File: src/rtl/regfile_wb_pkg.sv
// Shared defaults and the queued entry layout for the regfile writeback arbiter.
// Build option: WB_ZERO_FILTER_EN drops accepted writes to register 0.
package regfile_wb_pkg;

    localparam int DEF_CORES  = 4;
    localparam int DEF_DATA_W = 32;
    localparam int DEF_ADDR_W = 5;

    typedef struct packed {
        logic [DEF_ADDR_W-1:0] addr;
        logic [DEF_DATA_W-1:0] data;
    } wb_entry_t;

endpackage

File: src/rtl/wb_core_fifo.sv
// Per-core writeback queue: power-of-two depth, registered count, wrap-around pointers.
module wb_core_fifo
    import regfile_wb_pkg::*;
#(
    parameter int DEPTH = 2,
    parameter int WIDTH = $bits(wb_entry_t),
    localparam int PW   = $clog2(DEPTH),
    localparam int CNTW = $clog2(DEPTH + 1)
) (
    input  logic             clk,
    input  logic             reset_n,
    input  logic             push,
    input  logic [WIDTH-1:0] push_data,
    input  logic             pop,
    output logic [WIDTH-1:0] pop_data,
    output logic             full,
    output logic             empty,
    output logic [CNTW-1:0]  count
);

    logic [WIDTH-1:0] mem [DEPTH];
    logic [PW-1:0]    wr_ptr;
    logic [PW-1:0]    rd_ptr;
    logic             do_push;
    logic             do_pop;

    assign full     = (count == CNTW'(DEPTH));
    assign empty    = (count == '0);
    assign do_push  = push && !full;
    assign do_pop   = pop && !empty;
    assign pop_data = mem[rd_ptr];

    always_ff @(posedge clk) begin
        if (!reset_n) begin
            wr_ptr <= '0;
            rd_ptr <= '0;
            count  <= '0;
        end else begin
            if (do_push) begin
                mem[wr_ptr] <= push_data;
                wr_ptr      <= wr_ptr + PW'(1);
            end
            if (do_pop) begin
                rd_ptr <= rd_ptr + PW'(1);
            end
            // Simultaneous push and pop leaves the occupancy unchanged.
            case ({do_push, do_pop})
                2'b10:   count <= count + CNTW'(1);
                2'b01:   count <= count - CNTW'(1);
                default: count <= count;
            endcase
        end
    end

endmodule

File: src/rtl/regfile_wb_arbiter.sv
// Round-robin arbiter merging per-core writeback queues into one registered regfile write port.
// Build option: WB_ZERO_FILTER_EN consumes register-0 writes without queuing them.
module regfile_wb_arbiter
    import regfile_wb_pkg::*;
#(
    parameter int CORES  = DEF_CORES,
    parameter int DEPTH  = 2,
    parameter int DATA_W = DEF_DATA_W,
    parameter int ADDR_W = DEF_ADDR_W,
    localparam int CW    = (CORES > 1) ? $clog2(CORES) : 1
) (
    input  logic                     clk,
    input  logic                     reset_n,
    input  logic [CORES-1:0]         req_valid,
    input  logic [CORES*ADDR_W-1:0]  req_addr,
    input  logic [CORES*DATA_W-1:0]  req_data,
    output logic [CORES-1:0]         req_ready,
    output logic                     wb_en,
    output logic [ADDR_W-1:0]        wb_addr,
    output logic [DATA_W-1:0]        wb_data,
    output logic [CW-1:0]            wb_core,
    input  logic                     wb_ready
);

    localparam int EW   = ADDR_W + DATA_W;
    localparam int CNTW = $clog2(DEPTH + 1);

    logic [CORES-1:0] push;
    logic [CORES-1:0] pop;
    logic [CORES-1:0] full;
    logic [CORES-1:0] empty;
    logic [EW-1:0]    head  [CORES];
    logic [CNTW-1:0]  count [CORES];

    logic          loadable;
    logic          found;
    logic [CW-1:0] sel;
    logic [CW-1:0] idx;
    logic [CW-1:0] last_grant;

    for (genvar g = 0; g < CORES; g++) begin : g_core
        logic [ADDR_W-1:0] addr;
        logic              keep;

        assign addr = req_addr[g*ADDR_W +: ADDR_W];
`ifdef WB_ZERO_FILTER_EN
        assign keep = |addr;
`else
        assign keep = 1'b1;
`endif
        // Readiness comes from the registered count only, so a pop never frees a slot early.
        assign req_ready[g] = (count[g] < CNTW'(DEPTH));
        assign push[g]      = req_valid[g] && !full[g] && keep;

        wb_core_fifo #(
            .DEPTH (DEPTH),
            .WIDTH (EW)
        ) u_fifo (
            .clk       (clk),
            .reset_n   (reset_n),
            .push      (push[g]),
            .push_data ({addr, req_data[g*DATA_W +: DATA_W]}),
            .pop       (pop[g]),
            .pop_data  (head[g]),
            .full      (full[g]),
            .empty     (empty[g]),
            .count     (count[g])
        );
    end

    assign loadable = !wb_en || wb_ready;

    always_comb begin
        found = 1'b0;
        sel   = '0;
        idx   = '0;
        for (int k = 0; k < CORES; k++) begin
            idx = CW'((int'(last_grant) + 1 + k) % CORES);
            if (!found && !empty[idx]) begin
                found = 1'b1;
                sel   = idx;
            end
        end
    end

    always_comb begin
        pop = '0;
        if (loadable && found) begin
            pop[sel] = 1'b1;
        end
    end

    always_ff @(posedge clk) begin
        if (!reset_n) begin
            wb_en      <= 1'b0;
            wb_addr    <= '0;
            wb_data    <= '0;
            wb_core    <= '0;
            last_grant <= CW'(CORES - 1);
        end else if (loadable) begin
            if (found) begin
                wb_en              <= 1'b1;
                {wb_addr, wb_data} <= head[sel];
                wb_core            <= sel;
                last_grant         <= sel;
            end else begin
                // Payload fields keep their last values when the port goes idle.
                wb_en <= 1'b0;
            end
        end
    end

endmodule

File: config.mk
export PLATFORM = sky130hd
export DESIGN_NAME = regfile_wb_arbiter
export DESIGN_NICKNAME = d
export VERILOG_FILES = /design/src/rtl/regfile_wb_pkg.sv /design/src/rtl/wb_core_fifo.sv /design/src/rtl/regfile_wb_arbiter.sv
export SDC_FILE = /design/constraint.sdc
export NUM_CORES = 1
export LEC_CHECK = 0
export CORE_MARGIN = 3
export CORE_UTILIZATION = 59
export CTS_CLUSTER_SIZE = 16
export DETAILED_ROUTE_END_ITERATION = 8
export PLACE_DENSITY = 0.85
export SYNTH_ARGS = -nofsm -noshare
export SYNTH_HDL_FRONTEND = slang
export SYNTH_HIERARCHICAL = 1
export SYNTH_SLANG_ARGS = --single-unit
File: constraint.sdc
create_clock -name clk -period 13.7 [get_ports clk]
set_input_delay 4.11 -clock clk [delete_from_list [all_inputs] [get_ports clk]]
set_output_delay 4.11 -clock clk [all_outputs]
set_load 0.02 [all_outputs]
==> flow_summary.toml, run 1 <==
[cts]
clk_latency_ns = 0.52
ctsHoldBuffers = 0
clk_pin_slew_ns = 0.06
htree_levels = 2
cts_tree = "built"
cts_resized = 0
clock_sinks = 358
clockBufferDepth = 3
cts-root-buf = "clkbuf_16"
cts_setup_buffers = 0
cts_buffers = 37

[flow_run]
drv_cap = 0

[setup_path]
cp.arrival_ns = 6.63
cpLargestDelayFamily = "buffers and inverters"
cp_max_fo = 37
required_ns = 14.10
slowest_delay_ns = 1.11
slowest_stage = "clkdlybuf4s50_1"
crit_path_start_kind = "input pin"
path_buf_inv = 1
cp-end-kind = "flip-flop"
crit_start = "reset_n"
path_cells = "clkdlybuf4s50_1 -> nand3_2 -> o211ai_1"
worstReg2RegStart = "g_core[1].u_fifo/count[1]"
critPathKind = "in2reg"

[detailed_routing]
via_per_inst = 6.07
first_pass_iters = 5
wl_mm = 33.5
drt_iter0_markers = 898
vias = 8888
drtAntennaViolNets = 0
wire_per_inst_um = 22.9
drc = 0

[hold_path]
min_from = "wb_data[21]"
min_path_type = "reg2reg"

[sta]
rsz0062_at_grt = "no"
min_period_over_period_pct = 45.4
timing.fmax_mhz = 161
hold_viol = 0
skew_ns = 0.0172
tightest_slew_ns = 1.00
maxSlewHeadroom_pct = 33.3
post-route-min-period_ns = 6.22
tns_ns = 0
slew_viol_final = 0
setup_viol = 0

[yosys]
ys_ff_latch = 358
synth_flop_cell = "edfxtp_1"
synth_edf_count = 296
synth_top_area_cell = "edfxtp_1"
synthCells = 919
async_flop_share_pct = 0
synth_top_area_share_pct = 60.8
yosys_warnings = 6
synth_common_cells = "edfxtp_1, mux2_2, dfxtp_1"
ys_top_cells_by_area = "edfxtp_1, mux2_2, dfxtp_1"
yosysMostFrequentCell = "edfxtp_1"
ys_types = 43
synth_area_per_cell_um2 = 15.9
syn-cell-area_um2 = 14600
synth_nets = 1078
seq_area_frac_synth_pct = 69.3

[die]
chipWidth_um = 163
die_area_um2 = 26700
start_util_pct = 61.2
ios = 199
coreArea_um2 = 23900
placement_rows = 56
die_h_um = 163

[placement]
hpwl_mm = 21.7
port_buffers = 198
numPlacedInstances = 1397
finalWeightedCongestion = 0.880
placed_cell_area_um2 = 16900

[global_routing]
grt_remaining_overflow = 0
grt_first_pass_wirelength_mm = 49.8
grt_usage_pct = 24.6
grt_pass1_vias = 8782
antenna_found_initial = 0
grt_max_degree = 40

[pwr]
finalPower_uw = 3920
power_density_nw_per_um2 = 218
leakage_uw = 0.00614
ir_worst_vdd_mv = 0.222

[layout]
fin_area_um2 = 18000
n_fill_cell = 1414
nets = 1276
area_growth_pct = 23.1
final_util_pct = 75.3
drive_gt1_share_pct = 21.5
final_cells = 1465
multi_input_area_um2 = 4160
insertedDiodeCount = 0
regArea_um2 = 10100

[status]
outcome = "finished clean"
## flip-flops by register name (all words and copies together), names as in the netlist, named ones only
register	cells
g_core.u_fifo/mem	296
wb_data	32
g_core.u_fifo/count	8
wb_addr	5
g_core.u_fifo/rd_ptr	4
g_core.u_fifo/wr_ptr	4
last_grant	2
wb_core	2
wb_en	1
## final cells by class
cell class,count,area share [%]
Sequential cell,358,56.3
Multi-Input combinational cell,490,23.1
Clock buffer,54,5.90
Tap cell,319,2.22
Clock inverter,14,0.403
Timing Repair Buffer,217,11.8
Inverter,13,0.271
## path summary, 6_finish.rpt
kind                                             endpoint  slack [ns]  depth (start not counted)
worst max-delay path                          wb_data[16]        7.48                          3
worst min-delay path                          wb_data[21]        0.47                          2
worst max register to register  g_core[1].u_fifo/count[1]       10.21                         11
worst min register to register                wb_data[21]        0.47                          2
## cells by family (layout without fill, tap and decap cells)
| kind of cell | after synthesis | count (layout) | share of synthesized area (%) |
|---|---|---|---|
| compound gates | 140 | 140 | 7.66 |
| xor+xnor | 12 | 12 | 0.719 |
| fa+ha+maj | 4 | 4 | 0.343 |
| buf+inv | 71 | 298 | 2.43 |
| flops | 358 | 358 | 69.3 |
| mux | 185 | 185 | 13.9 |
| simple gates | 149 | 149 | 5.58 |
## per-layer routing
layer  vias up  routed length (µm)  GRT usage [%]
li1       3990                   -              -
met1      4405               14300           35.6
met2       420               15500           37.8
met3        73                2590           4.11
met4         0                1120           9.23
met5         -                   0              0
## through the flow
step | hold slack [ns] | setup WS (ns)
final | 0.468 | 7.48
after global routing | 0.499 | 7.27
after CTS | 0.467 | 7.52
after detailed placement | 0.457 | 6.97
after global placement | 0.453 | 7.03
after floorplan | 0.466 | 6.09
## report_power, final
group / total [µW] / internal (µW) / switching [µW]
clock: 934 / 541 / 394
combinational: 1540 / 643 / 900
sequential: 1440 / 1360 / 75.0
## placed cells by master, fill, tap and decap left out, drive strengths merged, types with 10 or more instances in the layout
| cell | instances |
|---|---|
| nor2 | 14 |
| mux2 | 148 |
| nand4 | 38 |
| clkbuf | 54 |
| o21ai | 11 |
| mux2i | 37 |
| buf | 19 |
| clkinv | 10 |
| clkdlybuf4s50 | 198 |
| inv | 17 |
| a211o | 37 |
| edfxtp | 296 |
| nor2b | 14 |
| o31ai | 37 |
| dfxtp | 62 |
| o211ai | 37 |
| xnor2 | 12 |
| nand2 | 47 |
## worst register-to-register path, stage by stage, from the launching register on
cell and delay (ns):
dfxtp_1 0.36, nor2_1 0.44, nor2_1 0.14, o21ba_2 0.49, nor3_4 0.21, buf_4 0.59
nor2_1 0.16, o21a_1 0.17, ha_1 0.21, xnor2_1 0.15, or3_1 0.33, a21boi_1 0.16
No activity file was read; power rests on OpenSTA's default activity.
==> run 2: changes to the inputs <==
--- a/config.mk
+++ b/config.mk
@@ -6,10 +6,10 @@
 export NUM_CORES = 1
 export LEC_CHECK = 0
 export CORE_MARGIN = 3
-export CORE_UTILIZATION = 59
+export CORE_UTILIZATION = 55
 export CTS_CLUSTER_SIZE = 16
 export DETAILED_ROUTE_END_ITERATION = 8
-export PLACE_DENSITY = 0.85
+export PLACE_DENSITY = 0.8
 export SYNTH_ARGS = -nofsm -noshare
 export SYNTH_HDL_FRONTEND = slang
 export SYNTH_HIERARCHICAL = 1
==> constraint.sdc (replaced) <==
create_clock -name clk -period 6.3 [get_ports clk]
set_input_delay 1.89 -clock clk [delete_from_list [all_inputs] [get_ports clk]]
set_output_delay 1.89 -clock clk [all_outputs]
set_load 0.02 [all_outputs]
==> run 2 against run 1 <==
Die area increased by 7.0%. Count of clock-buffer cells in the layout decreased by 1. Combinational power increased by 110%. Clock skew increased by 0.0046 ns. Largest power group unchanged.
==> flow_summary.toml, run 2 (synthesis gave the netlist of run 1 again) <==
[status]
outcome = "finished clean"

[die]
ios = 199
coreArea_um2 = 26100
die_area_um2 = 28600
chipWidth_um = 169
placement_rows = 59
die_h_um = 169
start_util_pct = 56.1

[global_routing]
antenna_found_initial = 0
grt_first_pass_wirelength_mm = 49.8
grt_pass1_vias = 8754
grt_max_degree = 40
grt_usage_pct = 22.6
grt_remaining_overflow = 0

[layout]
insertedDiodeCount = 0
drive_gt1_share_pct = 21.6
area_growth_pct = 23.5
reg.largest.list = "g_core.u_fifo/mem: 296 flops, wb_data: 32 flops, g_core.u_fifo/count: 8 flops"
nets = 1275
final_cell_mix = "edfxtp_1, clkdlybuf4s50_1, mux2_2, dfxtp_1, nand2_1"
largest_register_ffs = 296
largest_register = "g_core.u_fifo/mem"
mostFrequentLayoutCell = "edfxtp_1"

[placement]
pre_cts_ws_ns = 1.86
port_buffers = 198
finalWeightedCongestion = 0.864
hpwl_mm = 21.9

[sta]
final.setup.worst_slack_ns = 2.37
timing.fmax_mhz = 254
post-route-min-period_ns = 3.93
maxSlewHeadroom_pct = 33.7
setup_viol = 0
slew_viol_final = 0
hold_viol = 0
min_period_over_period_pct = 62.4
rsz0062_at_grt = "no"
skew_ns = 0.0218
tns_ns = 0
tightest_slew_ns = 0.995

[cts]
clk_pin_slew_ns = 0.06
clk_latency_ns = 0.51
clockBufferDepth = 3
cts-root-buf = "clkbuf_16"
ctsHoldBuffers = 0
cts_tree = "built"
cts_buffers = 37
htree_levels = 2
cts_resized = 0
cts_setup_buffers = 0
clock_sinks = 358

[detailed_routing]
wire_per_inst_um = 22.3
drtAntennaViolNets = 0
first_pass_iters = 5
drc = 0
wl_mm = 33.0
drt_iter0_markers = 754
vias = 8779
via_per_inst = 5.94

[pwr]
seqPwrFrac_pct = 37.4
clkPwrFrac_pct = 24.4
power_density_nw_per_um2 = 473
swShare_pct = 34.4
net-switching-power_uw = 2940
leakage_uw = 0.00615
power_frac_comb_pct = 38.2
power.internal_uw = 5600
ir_worst_vdd_mv = 0.417

[setup_path]
slowest_stage = "clkdlybuf4s50_1"
crit_path_start_kind = "input pin"
cp-end-kind = "flip-flop"
cp.arrival_ns = 4.05
worstReg2RegStart = "g_core[1].u_fifo/count[1]"
rr_endpoint = "g_core[3].u_fifo/count[1]"
cpLargestDelayFamily = "buffers and inverters"
reg2reg_slack_ns = 2.84
critPathKind = "in2reg"
required_ns = 6.42
path_cells = "clkdlybuf4s50_1 -> and4_2"
slowest_delay_ns = 1.07
path_buf_inv = 1
rr_worst_depth = 10
cp_max_fo = 37

[hold_path]
min_path_type = "reg2reg"
min_from = "wb_data[24]"
hold_end = "wb_data[24]"
whs_path_depth = 2

[flow_run]
drv_cap = 0
-- run 2: cell count changes in the layout (fill, tap and decap cells not counted), sizes merged --
cell,change
buf,-1
bufinv,+2
inv,-3
clkinv,+1
clkbuf,-1
-- run 2: cell type report --
| type | instances | area [µm²] |
|---|---|---|
| clock buffer | 53 | 1050 |
| clock inverter | 14 | 118 |
| fill | 1726 | 8020 |
| inverter | 13 | 48.8 |
| multi-input combinational | 490 | 4160 |
| sequential | 358 | 10100 |
| tap | 335 | 419 |
| timing repair buffer | 216 | 2120 |
-- run 2: worst max-delay path by stage --
stage / from / cells past startpoint / slack, ns / end
3_5_place_dp: reset_n / 2 / 1.86 / g_core[3].u_fifo/mem[1][13]
6_report: reset_n / 2 / 2.37 / g_core[2].u_fifo/mem[1][16]
2_1_floorplan: req_valid[0] / 3 / 0.91 / g_core[0].u_fifo/mem[0][0]
5_1_grt: reset_n / 3 / 2.16 / wb_data[19]
3_3_place_gp: reset_n / 2 / 1.89 / g_core[2].u_fifo/mem[1][14]
4_1_cts: reset_n / 2 / 2.39 / g_core[3].u_fifo/mem[1][24]
-- run 2: layer usage --
layer  up-vias  wire, µm  GRT usage [%]
li1       3983         -              -
met1      4307     14000           32.2
met2       422     15300           35.2
met3        67      2470           3.88
met4         0      1210           8.57
met5         -         0              0
-- run 2: power by group through the flow --
| stage | Combinational, µW | Sequential [µW] | Clock [µW] |
|---|---|---|---|
| 2_1_floorplan | 2310 | 3230 | 0 |
| 3_3_place_gp | 3150 | 3230 | 0 |
| 3_5_place_dp | 3220 | 3240 | 0 |
| 4_1_cts | 3240 | 3200 | 2120 |
| 5_1_grt | 3500 | 3230 | 2220 |
| 6_report | 3260 | 3190 | 2090 |
-- run 2: metrics by stage --
stage	utilization (%)	power (µW)	hold WS (ns)	cells	area (µm²)
floorplan	-	5540	0.466	919	14600
global placement	64.8	6380	0.452	1412	16900
detailed placement	64.8	6460	0.459	1412	16900
CTS	69.2	8560	0.472	1479	18000
global route	69.2	8950	0.503	1479	18000
finish	69.2	8540	0.469	1479	18000
==> run 3: changes to the inputs <==
==> constraint.sdc (replaced) <==
create_clock -name clk -period 3.7 [get_ports clk]
set_input_delay 1.11 -clock clk [delete_from_list [all_inputs] [get_ports clk]]
set_output_delay 1.11 -clock clk [all_outputs]
set_load 0.02 [all_outputs]
==> run 3 against run 2 <==
Global-route usage increased by 0.28 points. Worst setup slack got worse by 1.4 ns. Via count decreased by 0.10%. Die area unchanged. Total power increased by 70%. Wire length increased by 1.7%. Sequential share of layout area decreased by 0.33 points. Combinational power increased by 75%.
==> flow_summary.toml, run 3 (synthesis gave the netlist of run 1 again) <==
[sta]
maxSlewHeadroom_pct = 35.2
tightest_slew_ns = 0.972
min_period_over_period_pct = 72.8
post-route-min-period_ns = 2.69
skew_ns = 0.0102
timing.fmax_mhz = 371
hold_viol = 0
setup_viol = 0
slew_viol_final = 0
rsz0062_at_grt = "no"
tns_ns = 0

[detailed_routing]
wire_per_inst_um = 22.6
first_pass_iters = 6
drtAntennaViolNets = 0
vias = 8770
wl_mm = 33.5
drt_iter0_markers = 695
via_per_inst = 5.92
drc = 0

[global_routing]
grt_remaining_overflow = 0
grt_first_pass_wirelength_mm = 50.5
grt_pass1_vias = 8775
grt_max_degree = 38
grt_usage_pct = 22.9
antenna_found_initial = 1

[layout]
fin_area_um2 = 18100
largest_register_ffs = 296
reg.largest.list = "g_core.u_fifo/mem: 296 flops, wb_data: 32 flops, g_core.u_fifo/count: 8 flops"
final_cell_mix = "edfxtp_1, clkdlybuf4s50_1, mux2_2, dfxtp_1, nand2_1"
final_cells = 1482
nets = 1280
area_growth_pct = 24.2
n_fill_cell = 1742
largest_register = "g_core.u_fifo/mem"
mostFrequentLayoutCell = "edfxtp_1"
final_util_pct = 69.6
drive_gt1_share_pct = 22.1

[die]
coreArea_um2 = 26100
die_h_um = 169
ios = 199
placement_rows = 59
start_util_pct = 56.1
chipWidth_um = 169
die_area_um2 = 28600

[setup_path]
worstReg2RegStart = "g_core[1].u_fifo/count[1]"
cp-end-kind = "primary output"
slowest_stage = "clkdlybuf4s50_1"
crit_start = "wb_data[28]"
crit_path_start_kind = "flip-flop"
reg2reg_slack_ns = 1.01
cp_max_fo = 2
cpLargestDelayFamily = "buffers and inverters"
path_cells = "clkdlybuf4s50_1"
cp.arrival_ns = 1.58
path_buf_inv = 1
required_ns = 2.59
slowest_delay_ns = 0.65
critPathKind = "reg2out"

[cts]
clockBufferDepth = 3
cts_resized = 0
cts_tree = "built"
clock_sinks = 358
ctsHoldBuffers = 0
cts_buffers = 37
clk_latency_ns = 0.52
htree_levels = 2
cts_setup_buffers = 0
cts-root-buf = "clkbuf_16"
clk_pin_slew_ns = 0.06

[placement]
placed_cell_area_um2 = 17000
finalWeightedCongestion = 0.882
hpwl_mm = 21.8
numPlacedInstances = 1417
port_buffers = 198

[flow_run]
drv_cap = 0

[hold_path]
min_from = "wb_data[23]"
min_path_type = "reg2reg"

[pwr]
leakage_uw = 0.00619
power_density_nw_per_um2 = 801
ir_worst_vdd_mv = 0.874

[status]
outcome = "finished clean"
-- run 3: cell types whose count changed in the layout (fill, tap and decap cells not counted), sizes merged --
| cell | delta |
|---|---|
| buf | +5 |
| bufinv | -2 |
| clkbuf | -2 |
| clkinv | +1 |
| diode | +1 |
-- run 3: final timing paths --
path	end	cells past startpoint
max	wb_data[28]	1
min	wb_data[23]	2
max reg2reg	wb_data[14]	7
min reg2reg	wb_data[23]	2
-- run 3: power by group --
| part | switching (µW) | internal, µW |
|---|---|---|
| Combinational | 3270 | 2410 |
| Clock | 1450 | 2040 |
| Sequential | 324 | 5050 |
-- run 3: metal layers --
metal	track usage (%)	vias up	share of wire, %
met5	0	-	0
met4	8.72	0	3.6
met3	3.08	69	6.7
met2	35.4	379	47
met1	33.4	4320	43
li1	-	4002	-
-- run 3: area by class of cell --
class | instances | area [µm²] | share of cell area [%]
tap | 335 | 419 | 2.31
sequential | 358 | 10100 | 55.8
antenna | 1 | 2.50 | 0.0138
inverter | 13 | 48.8 | 0.269
clock buffer | 51 | 1080 | 5.96
clock inverter | 13 | 62.6 | 0.345
multi-input combinational | 490 | 4180 | 23.0
timing repair buffer | 221 | 2220 | 12.2
-- run 3: per-stage QoR --
step / power [µW] / hold slack [ns] / worst slack [ns]
finish: 14500 / 0.467 / 1.01
global route: 15200 / 0.492 / 0.840
CTS: 14600 / 0.472 / 1.01
detailed placement: 11100 / 0.462 / 0.515
global placement: 10900 / 0.454 / 0.565
floorplan: 9430 / 0.477 / 0.382
